File: config.mk
export PLATFORM = sky130hd
export DESIGN_NAME = wb_led_arbiter
export DESIGN_NICKNAME = d
export VERILOG_FILES = /design/src/rtl/wb_arb_pkg.sv /design/src/rtl/wb_arb_timeout.sv /design/src/rtl/wb_led_arbiter.sv
export SDC_FILE = /design/constraint.sdc
export NUM_CORES = 1
export LEC_CHECK = 0
export ABC_AREA = 1
export CORE_ASPECT_RATIO = 0.5
export CORE_MARGIN = 4
export CORE_UTILIZATION = 23
export DETAILED_ROUTE_END_ITERATION = 12
export GPL_TIMING_DRIVEN = 0
export PLACE_DENSITY = 0.79
export SLEW_MARGIN = 25
export SYNTH_ARGS = -nofsm -noshare
export SYNTH_HDL_FRONTEND = slang
export SYNTH_SLANG_ARGS = --single-unit
File: constraint.sdc
create_clock -name wb_clk_i -period 1.2 [get_ports wb_clk_i]
set_input_delay 0.12 -clock wb_clk_i [delete_from_list [all_inputs] [get_ports wb_clk_i]]
set_output_delay 0.12 -clock wb_clk_i [all_outputs]
set_load 0.03 [all_outputs]
File: src/rtl/wb_arb_pkg.sv
// Shared types for the two-master buttons/LEDs Wishbone arbiter.
package wb_arb_pkg;

  typedef enum logic [1:0] {
    IDLE  = 2'd0,
    BUS0  = 2'd1,
    BUS1  = 2'd2,
    ABORT = 2'd3
  } arb_state_e;

  localparam logic [1:0] GRANT_NONE = 2'b00;
  localparam logic [1:0] GRANT_M0   = 2'b01;
  localparam logic [1:0] GRANT_M1   = 2'b10;

endpackage

File: src/rtl/wb_arb_timeout.sv
// Ack watchdog: counts strobe cycles without ack; expiry flags the cycle whose count would reach the limit.
// Any cycle that is not counting (idle, stb low, ack) clears the count.
module wb_arb_timeout #(
  parameter int unsigned TIMEOUT_CYCLES = 255
) (
  input  logic clk_i,
  input  logic rst_ni,
  input  logic run_i,
  input  logic ack_i,
  output logic expired_o
);

  localparam int unsigned CW = $clog2(TIMEOUT_CYCLES + 1);
  localparam logic [CW-1:0] LAST = CW'(TIMEOUT_CYCLES - 1);

  logic          inc;
  logic [CW-1:0] cnt_q, cnt_d;

  assign inc       = run_i && !ack_i;
  assign cnt_d     = inc ? cnt_q + CW'(1) : '0;
  // Expiry is combinational so the abort lands exactly TIMEOUT_CYCLES after stb rose.
  assign expired_o = inc && (cnt_q == LAST);

  always_ff @(posedge clk_i or negedge rst_ni) begin
    if (!rst_ni) begin
      cnt_q <= '0;
    end else begin
      cnt_q <= cnt_d;
    end
  end

endmodule

File: src/rtl/wb_led_arbiter.sv
// Two-master Wishbone arbiter in front of the buttons/LEDs slave: whole-cycle grants, round-robin on contention,
// one-cycle grant latency, combinational ack/data return, and an ack timeout that aborts with err to the owner.
module wb_led_arbiter
  import wb_arb_pkg::*;
#(
  parameter int unsigned TIMEOUT_CYCLES = 255
) (
  input  logic        wb_clk_i,
  input  logic        wb_rst_ni,

  input  logic        m0_cyc_i,
  input  logic        m0_stb_i,
  input  logic        m0_we_i,
  input  logic [3:0]  m0_sel_i,
  input  logic [31:0] m0_adr_i,
  input  logic [31:0] m0_dat_i,
  output logic        m0_ack_o,
  output logic        m0_err_o,
  output logic [31:0] m0_dat_o,

  input  logic        m1_cyc_i,
  input  logic        m1_stb_i,
  input  logic        m1_we_i,
  input  logic [3:0]  m1_sel_i,
  input  logic [31:0] m1_adr_i,
  input  logic [31:0] m1_dat_i,
  output logic        m1_ack_o,
  output logic        m1_err_o,
  output logic [31:0] m1_dat_o,

  output logic        s_cyc_o,
  output logic        s_stb_o,
  output logic        s_we_o,
  output logic [3:0]  s_sel_o,
  output logic [31:0] s_adr_o,
  output logic [31:0] s_dat_o,
  input  logic        s_ack_i,
  input  logic [31:0] s_dat_i,

  output logic [1:0]  grant_o
);

  arb_state_e state_q;
  logic [1:0] grant_q;
  logic       last_grant_q;  // 1 = m1 was granted last, so m0 wins the next tie
  logic       m0_err_q, m1_err_q;
  logic       tmo_run, tmo_expired;

  assign tmo_run = ((state_q == BUS0) && m0_cyc_i && m0_stb_i) ||
                   ((state_q == BUS1) && m1_cyc_i && m1_stb_i);

  wb_arb_timeout #(
    .TIMEOUT_CYCLES (TIMEOUT_CYCLES)
  ) u_timeout (
    .clk_i     (wb_clk_i),
    .rst_ni    (wb_rst_ni),
    .run_i     (tmo_run),
    .ack_i     (s_ack_i),
    .expired_o (tmo_expired)
  );

  always_ff @(posedge wb_clk_i or negedge wb_rst_ni) begin
    if (!wb_rst_ni) begin
      state_q      <= IDLE;
      grant_q      <= GRANT_NONE;
      last_grant_q <= 1'b1;
      m0_err_q     <= 1'b0;
      m1_err_q     <= 1'b0;
    end else begin
      case (state_q)
        IDLE: begin
          if (m0_cyc_i && (!m1_cyc_i || last_grant_q)) begin
            state_q      <= BUS0;
            grant_q      <= GRANT_M0;
            last_grant_q <= 1'b0;
          end else if (m1_cyc_i) begin
            state_q      <= BUS1;
            grant_q      <= GRANT_M1;
            last_grant_q <= 1'b1;
          end
        end
        BUS0: begin
          if (!m0_cyc_i) begin
            state_q <= IDLE;
            grant_q <= GRANT_NONE;
          end else if (tmo_expired) begin
            state_q  <= ABORT;
            m0_err_q <= 1'b1;
          end
        end
        BUS1: begin
          if (!m1_cyc_i) begin
            state_q <= IDLE;
            grant_q <= GRANT_NONE;
          end else if (tmo_expired) begin
            state_q  <= ABORT;
            m1_err_q <= 1'b1;
          end
        end
        default: begin
          state_q  <= IDLE;
          grant_q  <= GRANT_NONE;
          m0_err_q <= 1'b0;
          m1_err_q <= 1'b0;
        end
      endcase
    end
  end

  assign grant_o  = grant_q;
  assign m0_err_o = m0_err_q;
  assign m1_err_o = m1_err_q;

  // Owner's controls pass straight through; everything is quiet in IDLE and ABORT.
  always_comb begin
    s_cyc_o  = 1'b0;
    s_stb_o  = 1'b0;
    s_we_o   = 1'b0;
    s_sel_o  = '0;
    s_adr_o  = '0;
    s_dat_o  = '0;
    m0_ack_o = 1'b0;
    m0_dat_o = '0;
    m1_ack_o = 1'b0;
    m1_dat_o = '0;
    case (state_q)
      BUS0: begin
        s_cyc_o  = m0_cyc_i;
        s_stb_o  = m0_stb_i;
        s_we_o   = m0_we_i;
        s_sel_o  = m0_sel_i;
        s_adr_o  = m0_adr_i;
        s_dat_o  = m0_dat_i;
        m0_ack_o = s_ack_i;
        m0_dat_o = s_dat_i;
      end
      BUS1: begin
        s_cyc_o  = m1_cyc_i;
        s_stb_o  = m1_stb_i;
        s_we_o   = m1_we_i;
        s_sel_o  = m1_sel_i;
        s_adr_o  = m1_adr_i;
        s_dat_o  = m1_dat_i;
        m1_ack_o = s_ack_i;
        m1_dat_o = s_dat_i;
      end
      default: ;
    endcase
  end

endmodule

* Word level (Yosys, flattened, before mapping)
Index checks and enable logic that the tools add are counted.
Word-level totals: logic and storage cells 65, bits in registers 15, input bits 177
Cells by class: reduce and logical (&&, ||, !) cells 19, add/sub/neg operators 1, bitwise gates (word level) 2, equal/unequal tests 10, muxes and demuxes 27
Operator list (count):
- 32-bit one-hot mux with 2 select lines | 2
- 32-bit 2-to-1 mux | 2
- 2-bit 2-to-1 mux | 7
- 2-bit inequality test, second input constant | 6
- 2-bit one-hot mux with 3 select lines | 2
- 1-bit one-hot mux with 2 select lines | 5
- 3-bit AND reduction | 3
- 8-bit by 1-bit adder with 8-bit output, second input constant | 1
- 8-bit equality test, second input constant | 1
- 8-bit 2-to-1 mux | 1
- 4-bit one-hot mux with 2 select lines | 1
- 1-bit logical AND | 7
- 1-bit 2-to-1 mux | 7
- 2-bit OR reduction | 2
- 3-bit inequality test, second input constant | 1
- 2-bit by 1-bit equality test with 1-bit output, second input constant | 1
- 2-bit equality test, second input constant | 1
- 1-bit zero test | 2
- 2-bit zero test | 1
- 1-bit logical OR | 2
- 1-bit NOT | 2
- 2-bit AND reduction | 1
- 2-bit nonzero test | 1

* Longest topological paths before layout
depth after elaboration 9, depth in mapped cells 11

* Cells and area by module
A second synthesis with hierarchy kept.
Unflattened totals: cells, all modules 489, area total of the unflattened synthesis 2443.6 um^2
Modules (own cells, without submodules):
- wb_led_arbiter | instances 1, cells each 439, area an instance 2037.0 um^2
- wb_arb_timeout | instances 1, cells each 50, area an instance 406.6 um^2

* Worst setup path after synthesis
Ideal clock, no wire load.
kind reg2out, start point register state_q[1], end point output port s_adr_o[0], arrival 1.604 ns, buffers on the path 3, cell stages (with the launch flop) 8, data required time 1.080 ns, slack -0.524 ns, cells stage by stage dfrtp_1 inv_1 ha_1 buf_4 buf_4 buf_2 nand2_1 a21oi_1
Between the ends: cells in the longest elaborated chain, start to end 2, elaborated cells on any way between the ends 3
Ends and longest elaborated chain:
- from (decl) | line wb_led_arbiter.sv:43 | arb_state_e state_q;
- from (signal assigned) | line wb_led_arbiter.sv:64 | state_q <= IDLE;
- from (signal assigned) | line wb_led_arbiter.sv:73 | state_q <= BUS0;
- from (signal assigned) | line wb_led_arbiter.sv:77 | state_q <= BUS1;
- 2-bit equality test or 2-bit by 1-bit equality test with 1-bit output (tied branches) | line wb_led_arbiter.sv:126 | case (state_q)
- 32-bit one-hot mux with 2 select lines * | line wb_led_arbiter.sv:126
- to (decl) | line wb_led_arbiter.sv:35 | output logic [31:0] s_adr_o,
Mark *: on every way between the ends. The rest lies on a longest branch, timed or not.

* Final worst setup path
start point register state_q[1], end point output port s_adr_o[6]
The elaborated chain is that of the path after synthesis.

==> metrics <==
outcome=complete, but fails checks; violations in the final reports=negative setup slack; pre-CTS worst setup slack=-1010 ps; Clk Tree Root Cell=sky130_fd_sc_hd__clkbuf_16; global-route wire length before repair=22.5 mm; most frequent cells after synthesis=sky130_fd_sc_hd__nand2_1, sky130_fd_sc_hd__inv_1, sky130_fd_sc_hd__a21oi_1, sky130_fd_sc_hd__buf_2, sky130_fd_sc_hd__nor2_1; maximum buffer depth of the clock tree=2; detailed router's first-iteration violation count=177; number of cells in the finished layout apart from fillers=957; number of routed nets with antenna violations=0; pin count of the biggest net entering global routing=16; fraction of the yosys area taken by sequential cells=roughly 16%; detailed-routing wirelength on met1=6.21 mm; Global Route Usage Sum=23.5%; worst relative slew slack=55.3%; H-tree depth=1; syn_nets=662; final hold violations=0; Crit. End Element=output port; Die H=roughly 80 um; total inserted antenna cells=0; fmax=554 MHz; Die Width=~150 um; initial antenna violation count=0; cell area after synthesis=0.00236 mm^2; synthesized flop and latch total=15; instance count of the mapped netlist=479; Final Routed Wirelength=17.1 mm; cell with the most instances after synthesis=sky130_fd_sc_hd__nand2_1; ys async rst share=100%; element type at the critical path start=flip-flop; Top Ports=318; unrepaired setup endpoints after global routing=yes; post-CTS clock slew at the launch and capture registers of the worst setup and hold paths=50 ps; Core Region=0.00973 mm^2; top post-synthesis cells by area=sky130_fd_sc_hd__nand2_1, sky130_fd_sc_hd__a21oi_1, sky130_fd_sc_hd__dfrtp_1; count of filler cells inserted in the layout=633; number of flops mapped to enable cells by yosys=0; global route total overflow=0; metal2 WL=9.59 mm; Initial Utilization=24.3%; Post-DP HPWL=about 13 mm; vias after detailed routing=4424; number of placed instances with taps included=931; synthesis-to-layout area growth=222%; CP max FO=7; Pwr Density=2110 mW/mm^2; synth unique cells=22; Std-Cell Rows=25; portion of synthesized cell area occupied by the leading cell type=36.3%; share of layout cells above drive strength 1=52.1%; Final Setup Violations=151; YS warnings=0; TritonCTS clock tree=done; peak supply drop=between 0.0015 and 0.002 V; number of buffers added on ports=317; WS Path Type=reg2out; average detailed-routed wire length per instance=between 15 and 20 um; routability congestion estimate from global placement=between 0.8 and 0.9; count of maximum capacitance violations=0; slew of the pin with the lowest slew margin=668 ps; number of max-slew violations in the final report=0; DR vias/cell=4.62; dominant cell type by area after synthesis=sky130_fd_sc_hd__nand2_1; mean cell area of the mapped netlist=4.94 um^2; worst setup skew after layout=1.49 ps; Final nets=1006; DRC violations left=0; clock latency at the later pin of the worst-skew pair=between 200 and 250 ps; number of clock sinks seen by CTS=15; DIE AREA=approximately 0.012 mm^2; arrival time reported for the critical path endpoint=1680 ps; number of buffers created by CTS=3; wire length on met3=approximately 820 um; final worst-path cycle share=150%; main flop type after synthesis=sky130_fd_sc_hd__dfrtp_1; Worst Path Required=1080 ps; post-cts hold buffer count=0; worst hold path type=in2async; Final Worst Setup Slack=-604 ps; number of iterations in the first detailed-routing pass=4; static leakage power=3.53 nW; fin crit period=roughly 1800 ps; max layer used=met4; via count of the first global-routing pass=4145
critical path, cell delays in order, from the launching register on:
cell	delay [ps]
sky130_fd_sc_hd__dfrtp_1	410
sky130_fd_sc_hd__buf_6	130
sky130_fd_sc_hd__ha_4	130
sky130_fd_sc_hd__buf_6	110
sky130_fd_sc_hd__buf_12	130
sky130_fd_sc_hd__clkbuf_16	150
sky130_fd_sc_hd__nand2_4	50
sky130_fd_sc_hd__a21oi_4	160
sky130_fd_sc_hd__buf_6	150
power breakdown:
group          switching [mW]  internal, mW  total (mW)
Clock                   0.185         0.448       0.633
Sequential             0.0681         0.598       0.666
Combinational            8.58          6.24        14.8
cell families after synthesis:
logic type,after synthesis,synth area share [%]
compound gates,86,18.9
buf+inv,115,19.9
simple gates,256,41.6
fa+ha+maj,6,3.17
xor+xnor,1,0.370
flops,15,15.9
sequential cells by signal, summed over array words and instances, names as in the netlist:
name / cells
grant_o: 2
m0_err_o: 1
state_q: 2
last_grant_q: 1
u_timeout.cnt_q: 8
m1_err_o: 1
worst paths after layout:
check                                                   from                           end  slack [ps]  cells after the start
worst min-delay path                               wb_rst_ni  u_timeout.cnt_q[0]$_DFF_PN0_         290                      1
max in group asynchronous                          wb_rst_ni        state_q[0]$_DFFE_PN0N_         440                      1
worst max register to register        state_q[1]$_DFFE_PN0N_          m0_err_o$_DFFE_PN0P_        -480                      8
worst max-delay path                  state_q[1]$_DFFE_PN0N_                    s_adr_o[6]        -600                      8
worst min register to register  u_timeout.cnt_q[0]$_DFF_PN0_  u_timeout.cnt_q[0]$_DFF_PN0_         480                      1
min in group wb_clk_i           u_timeout.cnt_q[0]$_DFF_PN0_  u_timeout.cnt_q[0]$_DFF_PN0_         480                      1
cell type report:
cell class              count  area (um^2)  share of cell area (%)
plain buffers              30          472                    6.19
repair buffers            340         3450                    45.3
well taps                 135          169                    2.22
multi-input cells         349         2750                    36.1
inverters                  84          323                    4.23
clock buffers               4         78.8                    1.03
flip-flops and latches     15          378                    4.96
repair_timing:
action	4_1_cts	5_1_grt
setup buffers	7	8
gates resized for setup	891	228
cloned	4	4
setup endpoints to repair	156	156
pin swaps	1	17
hold endpoints to repair	0	0
per-layer routing:
metal | GRT usage [%] | vias to the layer above
li1 | - | 2131
met1 | 26.6 | 2125
met2 | 47.9 | 132
met3 | 2.84 | 36
met4 | 2.89 | 0
met5 | 0 | -
cell usage in the layout (no fill, tap or decap), types with 4 or more instances in the layout:
| cell | Yosys | final |
|---|---|---|
| sky130_fd_sc_hd__a21oi_4 | 0 | 70 |
| sky130_fd_sc_hd__buf_12 | 0 | 7 |
| sky130_fd_sc_hd__buf_4 | 4 | 65 |
| sky130_fd_sc_hd__buf_6 | 0 | 97 |
| sky130_fd_sc_hd__clkbuf_16 | 0 | 13 |
| sky130_fd_sc_hd__clkbuf_4 | 0 | 4 |
| sky130_fd_sc_hd__clkdlybuf4s50_1 | 0 | 176 |
| sky130_fd_sc_hd__dfrtp_1 | 14 | 13 |
| sky130_fd_sc_hd__dlymetal6s2s_1 | 0 | 4 |
| sky130_fd_sc_hd__inv_1 | 82 | 13 |
| sky130_fd_sc_hd__inv_2 | 2 | 69 |
| sky130_fd_sc_hd__nand2_1 | 229 | 149 |
| sky130_fd_sc_hd__nand2_2 | 1 | 51 |
| sky130_fd_sc_hd__nand2_4 | 1 | 31 |
| sky130_fd_sc_hd__nor2_1 | 16 | 15 |
| sky130_fd_sc_hd__o21ai_1 | 1 | 4 |
through the flow:
step | instance area (um^2) | hold slack (ps) | util, % | power [mW] | setup TNS [ps]
finish | 7620 | 293 | 78.4 | 16.1 | -77710
global placement | 6610 | 473 | 68.0 | 12.6 | -121290
global route | 7620 | 331 | 78.4 | 16.8 | -87030
detailed placement | 6610 | 487 | 68.0 | 12.7 | -125610
floorplan | 3270 | -176 | - | 8.64 | -23270
CTS | 6860 | 298 | 70.5 | 14.5 | -77310
Power figures use the tool's default switching activity.
